### src/rtl/parking_gate_ctrl.sv
// ---------------------------------------------------------------------------
// parking_gate_ctrl
// Sequences one barrier gate that the entry and exit lanes share. It
// arbitrates lane requests, times the raise/open/lower phases in prescaler
// ticks, and keeps the lot occupancy count.
//
// Optional build macro: GATE_FAIR_ARB_EN
//   defined   : when entry and exit are both eligible, the lane that was not
//               served last wins (last_dir_q resets to entry, so exit wins
//               the first tie).
//   undefined : exit always wins a tie.
// ---------------------------------------------------------------------------
module parking_gate_ctrl #(
    parameter int unsigned CLK_DIV     = 10000000, // clk_in cycles per tick, >= 2
    parameter int unsigned RAISE_TICKS = 3,
    parameter int unsigned OPEN_TICKS  = 10,
    parameter int unsigned LOWER_TICKS = 3,
    parameter int unsigned CAPACITY    = 16,
    parameter int unsigned OCC_W       = 5         // 2**OCC_W > CAPACITY
) (
    input  logic             clk_in,
    input  logic             rst,
    input  logic             entry_req,
    input  logic             exit_req,
    input  logic             car_clear,
    output logic             gate_up,
    output logic             gate_down,
    output logic             busy,
    output logic             dir_exit,
    output logic             full,
    output logic [OCC_W-1:0] occupancy,
    output logic             tick
);

    typedef enum logic [1:0] {
        S_IDLE,
        S_RAISE,
        S_OPEN,
        S_LOWER
    } state_e;

    localparam int unsigned PW      = (CLK_DIV > 2) ? $clog2(CLK_DIV) : 1;
    localparam int unsigned TMAX_RO = (RAISE_TICKS > OPEN_TICKS) ? RAISE_TICKS : OPEN_TICKS;
    localparam int unsigned TMAX    = (TMAX_RO > LOWER_TICKS) ? TMAX_RO : LOWER_TICKS;
    localparam int unsigned TW      = (TMAX > 1) ? $clog2(TMAX + 1) : 1;

    localparam logic [PW-1:0]    PRESC_LAST = PW'(CLK_DIV - 1);
    localparam logic [TW-1:0]    RAISE_LAST = TW'(RAISE_TICKS - 1);
    localparam logic [TW-1:0]    OPEN_LAST  = TW'(OPEN_TICKS - 1);
    localparam logic [TW-1:0]    LOWER_LAST = TW'(LOWER_TICKS - 1);
    localparam logic [OCC_W-1:0] CAP        = OCC_W'(CAPACITY);

    state_e             state_q, state_d;
    logic [PW-1:0]      presc_q, presc_d;
    logic [TW-1:0]      tick_cnt_q, tick_cnt_d;
    logic [OCC_W-1:0]   occupancy_q, occupancy_d;
    logic               dir_exit_q, dir_exit_d;
    logic               gate_up_q, gate_down_q, busy_q;
    logic               tick_now;
    logic               entry_elig, exit_elig, serve_exit;

`ifdef GATE_FAIR_ARB_EN
    logic               last_dir_q, last_dir_d;
`endif

    // Prescaler is held at 0 in IDLE, so with CLK_DIV >= 2 no tick fires there.
    assign tick_now   = (presc_q == PRESC_LAST);
    assign entry_elig = entry_req && !full;
    assign exit_elig  = exit_req && (occupancy_q != '0);

`ifdef GATE_FAIR_ARB_EN
    // On a tie, serve exit only if entry was the lane served last.
    assign serve_exit = exit_elig && (!entry_elig || !last_dir_q);
`else
    assign serve_exit = exit_elig;
`endif

    // Next-state, timing counters, occupancy commit and lane latch.
    always_comb begin
        // NOTE: every _d gets its hold value first so no path leaves it
        // unassigned; a missing default here would infer a latch.
        state_d     = state_q;
        presc_d     = tick_now ? '0 : presc_q + PW'(1);
        tick_cnt_d  = tick_now ? tick_cnt_q + TW'(1) : tick_cnt_q;
        occupancy_d = occupancy_q;
        dir_exit_d  = dir_exit_q;
`ifdef GATE_FAIR_ARB_EN
        last_dir_d  = last_dir_q;
`endif

        case (state_q)
            S_IDLE: begin
                presc_d    = '0;
                tick_cnt_d = '0;
                if (entry_elig || exit_elig) begin
                    state_d    = S_RAISE;
                    dir_exit_d = serve_exit;
`ifdef GATE_FAIR_ARB_EN
                    last_dir_d = serve_exit;
`endif
                end
            end
            S_RAISE: begin
                if (tick_now && tick_cnt_q == RAISE_LAST) state_d = S_OPEN;
            end
            S_OPEN: begin
                // A pass beats a coinciding timeout tick: the count is committed.
                if (car_clear) begin
                    state_d = S_LOWER;
                    if (dir_exit_q) begin
                        if (occupancy_q != '0) occupancy_d = occupancy_q - OCC_W'(1);
                    end else begin
                        if (occupancy_q != CAP) occupancy_d = occupancy_q + OCC_W'(1);
                    end
                end else if (tick_now && tick_cnt_q == OPEN_LAST) begin
                    state_d = S_LOWER;
                end
            end
            S_LOWER: begin
                if (tick_now && tick_cnt_q == LOWER_LAST) state_d = S_IDLE;
            end
            default: state_d = S_IDLE;
        endcase

        // Every phase starts its timing from a fresh prescaler and tick count.
        if (state_d != state_q) begin
            presc_d    = '0;
            tick_cnt_d = '0;
        end
    end

    // State, counters and registered outputs; reset drops the motor drives at once.
    always_ff @(posedge clk_in or posedge rst) begin
        if (rst) begin
            state_q     <= S_IDLE;
            presc_q     <= '0;
            tick_cnt_q  <= '0;
            occupancy_q <= '0;
            dir_exit_q  <= 1'b0;
            gate_up_q   <= 1'b0;
            gate_down_q <= 1'b0;
            busy_q      <= 1'b0;
`ifdef GATE_FAIR_ARB_EN
            last_dir_q  <= 1'b0;
`endif
        end else begin
            // NOTE: non-blocking assignments so every register samples the
            // pre-edge values, independent of statement order.
            state_q     <= state_d;
            presc_q     <= presc_d;
            tick_cnt_q  <= tick_cnt_d;
            occupancy_q <= occupancy_d;
            dir_exit_q  <= dir_exit_d;
            gate_up_q   <= (state_d == S_RAISE);
            gate_down_q <= (state_d == S_LOWER);
            busy_q      <= (state_d != S_IDLE);
`ifdef GATE_FAIR_ARB_EN
            last_dir_q  <= last_dir_d;
`endif
        end
    end

    assign gate_up   = gate_up_q;
    assign gate_down = gate_down_q;
    assign busy      = busy_q;
    assign dir_exit  = dir_exit_q;
    assign occupancy = occupancy_q;
    assign full      = (occupancy_q == CAP);
    assign tick      = tick_now;

endmodule

### config.mk
export PLATFORM = sky130hd
export DESIGN_NAME = parking_gate_ctrl
export DESIGN_NICKNAME = d
export VERILOG_FILES = /design/src/rtl/parking_gate_ctrl.sv
export SDC_FILE = /design/constraint.sdc
export NUM_CORES = 1
export LEC_CHECK = 0
export ABC_AREA = 1
export ABC_CLOCK_PERIOD_IN_PS = 2029
export CAP_MARGIN = 20
export CORE_MARGIN = 10
export CORE_UTILIZATION = 35
export DETAILED_ROUTE_END_ITERATION = 6
export DONT_BUFFER_PORTS = 1
export SLEW_MARGIN = 30
export SYNTH_ARGS = -nofsm -noshare
export SYNTH_HDL_FRONTEND = slang
export SYNTH_SLANG_ARGS = --single-unit
### constraint.sdc
create_clock -name clk_in -period 2.03 [get_ports clk_in]
set_input_delay 0.609 -clock clk_in [delete_from_list [all_inputs] [get_ports clk_in]]
set_output_delay 0.609 -clock clk_in [all_outputs]
set_load 0.1 [all_outputs]
# == Yosys cells after proc, flatten, opt, wreduce, memory -nomap -nowiden ==
# Index checks and enable logic that the tools add are counted.
# word_totals
reg_bits,39
in_bits,5
out_inout_bits,11
wordCells,52
# op_classes
addsub,4
n_eq_ne,12
muxes,15
reduce_logical,13
# op_table
cell,count
$mux W24,3
$add A24 B1 Y24 const B,1
$eq A24 B24 Y1 const B,1
$mux W5,3
$mux W4,3
$mux W2,5
$pmux W2 S4,1
$eq A2 B2 Y1 const B,3
$add A5 B1 Y5 const B,1
$eq A5 B5 Y1 const B,1
$ne A5 B5 Y1 const B,1
$reduce_bool A5 Y1,1
$sub A5 B1 Y5 const B,1
$add A4 B1 Y4 const B,1
$eq A2 B1 Y1 const B,2
$eq A4 B2 Y1 const B,1
$eq A4 B4 Y1 const B,1
$logic_and A1 B1 Y1,4
$reduce_and A4 Y1,1
$reduce_bool A2 Y1,2
$reduce_bool A3 Y1,1
$logic_not A2 Y1,1
$ne A2 B1 Y1 const B,1
$ne A2 B2 Y1,1
3 further kinds,3

# == Longest topological paths before layout ==
# depth
depth_word,8
mapped_depth,12
ltp_nobuf,11

# == Least setup slack after synthesis ==
# No wires, ideal clock.
# synth_path
path_type,register to output
start,register occupancy_q[0] (netlist: occupancy[0])
end,output port full
arrival_ns,1.828
required_ns,1.421
setup_slack_ns,-0.407
path_stages_with_launch,6
n_path_buf,0
path_cell_list,dfrtp_1 nor2_1 nand2_1 inv_1 nand2_1 inv_1
# synth_between
elab_chain_cells,1
# synth_lines
item,line_no,source
"start, declared",56,"logic [OCC_W-1:0] occupancy_q, occupancy_d;"
"start signal, assigned",152,occupancy_q <= occupancy_d;
$eq A5 B5 Y1,168,assign full = (occupancy_q == CAP);
"end, declared",30,"output logic full,"
# Every way passes these cells.

# == Final worst setup path ==
# layout_path
start,register presc_q[0]
end,output port tick
# layout_between
elab_chain_cells,1
# layout_lines
item,line_no,source
"start, declared",54,"logic [PW-1:0] presc_q, presc_d;"
"start signal, assigned",150,presc_q <= presc_d;
$eq A24 B24 Y1,67,assign tick_now = (presc_q == PRESC_LAST);
"end, declared",32,output logic tick
# Every way passes these cells.

==> key figures <==
Setup path
  • Reg2reg end: presc_q[5]
  • CP arrival: 1430 ps
  • Reg2Reg Depth: 9
  • Crit path capture type: primary output
  • WP data required: 1420 ps
  • R2R setup slack: 190 ps
  • Setup CP Type: register to primary output
  • Worst r2r src: presc_q[1]
  • Startpoint type of the worst setup path: register
  • Crit-path max FO: 2

GRT
  • Initial antenna violation count: 0
  • Busiest layer in global routing: met2
  • M1 GR Usage: 15.1%
  • Largest net degree at the start of global routing: 40
  • Met2 Resource Use GR: 18.8%
  • First-pass GRT wire length: 11.2 mm
  • Grt total ovfl: 0
  • Met3 Use GR: 2.75%
  • Global-route usage over all layers: 11.7%
  • Vias in the first global route: 2311

Route
  • DRT Pass-1 Iters: 4
  • Vias per cell: 4.82
  • Wire per inst: 13.3 um
  • DR iter-0 viols: 143
  • Wirelength, routed: 6.53 mm
  • Vias: 2374
  • Residual DRC count: 0
  • Antenna-violating nets left: 0

Synthesis
  • Area share of the largest cell type after synthesis: 36.2%
  • Adder-cell share of the synthesized area: 3.99%
  • Syn_nets: 367
  • Mean post-synth cell area: 7.62 sq um
  • Post-synthesis mux area share: 0%
  • Largest family of logic cells by synthesized area: simple AND/OR/NAND/NOR gates
  • Top FF cell, synth: dfrtp_1
  • Yosys top cell by area: dfrtp_1
  • Compound-Gate Fraction of Synth Area: 4.04%
  • Sequential share of the synthesized area: 36.2%
  • Synthesis-stage register bit count: 39
  • Syn Inst Count: 354
  • Xor and xnor fraction of the mapped netlist area: 3.25%
  • Warning count from the yosys run: 0
  • Cell area after technology mapping: 2700 sq um
  • Area share of and/or/nand/nor cells after synthesis: 43.9%
  • Synth top area cells: dfrtp_1 36%, nand2_1 9.7%, nor2_4 9.6%, nor2_1 7.9%, nand3_1 6.3%
  • Netlist cell types: 32
  • Async set-reset flop share out of synthesis: 100%
  • Post-synth EDFFs: 0

Finish
  • Number of fill cells: 768
  • Antenna cells: 0
  • Final core utilization: 44.0%
  • Final Cell Area: 3250 sq um
  • Area Overhead vs Synth: 20.4%
  • Nets: 406
  • Layout cells sized above 1: 26.1%

Placed design
  • Post-place instance area: 2980 sq um
  • RD Place Congestion: 0.923
  • Port bufs: 0
  • Hpwl dp: 4.76 mm

Floorplanning
  • Die area: 11600 sq um
  • Initial core utilization: 36.6%
  • Die width: 108 um
  • Area of the core: 7370 sq um
  • IO Count: 16
  • Height of the die: 108 um
  • Row count: 31

Power and ir drop
  • Leakage power: 1.40 nW
  • Switching part of the total: 22.3%
  • Int Pwr: 1.01 mW
  • Gate power share: 1.4%
  • Maximum vdd drop: 0.341 mV
  • Pwr per Cell Area: 402 nW/um^2
  • Clock Power Share: 39.1%
  • Net switching power: 291 uW
  • Total power: 1.30 mW
  • Reg power frac: 59.5%

Timing
  • PnR worst setup slack: -5.94 ps
  • Period utilization: 100%
  • Final Skew: 3.03 ps
  • Max Clk Rate: 0.491 GHz
  • Worst Max-Slew Pin Slew: 577 ps
  • Final hold vios: 0
  • Max Slew Vio Count: 0
  • Final min period: 2040 ps
  • Unrepaired setup endpoints after global routing: true
  • Hold_ws: 324 ps
  • Slew Limit Headroom: 61.4%
  • Final setup fails: 1

Clock tree
  • TritonCTS Buffers: 5
  • CTS tree: built
  • Clock-pin slew on the worst setup and hold paths: 80 ps
  • Clock root cell: clkbuf_8
  • Worst-Skew Late Latency: 290 ps
  • Clock sinks: 39
  • Longest Clk Path Bufs: 2
  • H-tree levels: 2

Status
  • Failing checks: negative setup slack
  • Outcome: finished, violations left

Flow run
  • Max cap viols: 0

Worst hold path
  • Worst hold path type: input pin to async pin
-- power groups by stage --
stage	Sequential (mW)	Clock, mW	Combinational [mW]
floorplan	0.792	0	0.0124
global placement	0.792	0	0.0196
detailed placement	0.792	0	0.0200
CTS	0.776	0.535	0.0200
global route	0.776	0.571	0.0221
finish	0.776	0.510	0.0178
-- cells by family after synthesis --
| kind of cell | after synthesis |
|---|---|
| AOI/OAI and AO/OA | 20 |
| xor gates and xnor gates | 10 |
| adders and majority gates | 8 |
| buffers and inverters | 52 |
| DFF | 39 |
| and+or+nand+nor | 225 |
-- timing repair --
action	CTS	global route
gates resized for setup	8	6
pin swaps	5	0
hold buffers	0	0
buffers inserted	14	4
setup endpoints to repair	1	2
-- synthesized netlist by cell type, drive strengths merged, types with 2 or more instances --
library cell	n
nor2	82
nand2	73
inv	45
dfrtp	39
nand3	37
nand4	17
o21ai	11
ha	7
nor3	7
xor2	7
a21oi	6
buf	6
or2	5
xnor2	3
nand3b	2
-- state kept, by name (all words and copies together), names as in the netlist --
name	cells
tick_cnt_q	4
busy	1
state_q	2
presc_q	24
occupancy	5
gate_up	1
gate_down	1
dir_exit	1
-- stage by stage --
stage | instances | setup TNS (ps) | setup WS [ps]
CTS | 489 | -32.7 | -32.7
detailed placement | 467 | 0 | 90.1
floorplan | 354 | -167 | -167
global route | 493 | -94.3 | -94.3
global placement | 467 | 0 | 120
finish | 493 | -5.94 | -5.94
-- cells in the final DEF, fill, tap and decap left out, drive strengths merged --
cell      Yosys  final
nand2        73     73
clkinv        1      4
a21o          1      1
xnor2         3      3
a21oi         6      6
o31ai         1      1
nor3          7      7
xor2          7      7
buf           6     38
dfrtp        39     39
fa            1      1
inv          45     43
or2           5      5
clkinvlp      0      2
clkbuf        0      5
ha            7      7
nand3        37     37
nand2b        1      1
nand4        17     17
and3          1      1
nor2         82     82
o21ai        11     11
nand3b        2      2
o2111ai       1      1
-- routing by layer --
layer | share of wire [%] | vias up
li1 | - | 1207
met1 | 45 | 1114
met2 | 49 | 45
met3 | 5.1 | 8
met4 | 1.1 | 0
met5 | 0 | -
-- worst max-delay path, stage by stage (launching register included) --
cell and delay, ps:
dfrtp_1 400, ha_4 170, nand3_4 100, nor2_4 130, nand3_4 90, clkinvlp_4 90, buf_12 160
-- how the worst max path moves through the flow --
stage | slack [ps] | startpoint | cells past startpoint | to
floorplan | -170 | occupancy[4] | 2 | full
global placement | 120 | presc_q[0] | 6 | tick
detailed placement | 90 | presc_q[0] | 6 | tick
CTS | -30 | presc_q[18] | 6 | tick
global route | -90 | presc_q[17] | 6 | tick
finish | -6 | presc_q[0] | 6 | tick
-- layout make-up --
class | instances | area, sq um | area share [%]
clock buffers | 5 | 68.8 | 2.12
clock inverters | 3 | 15.0 | 0.463
inverters | 46 | 181 | 5.59
multi-input cells | 263 | 1540 | 47.3
flip-flops and latches | 39 | 985 | 30.3
well taps | 99 | 124 | 3.82
repair buffers | 38 | 335 | 10.3
No activity file was read; power rests on OpenSTA's default activity.
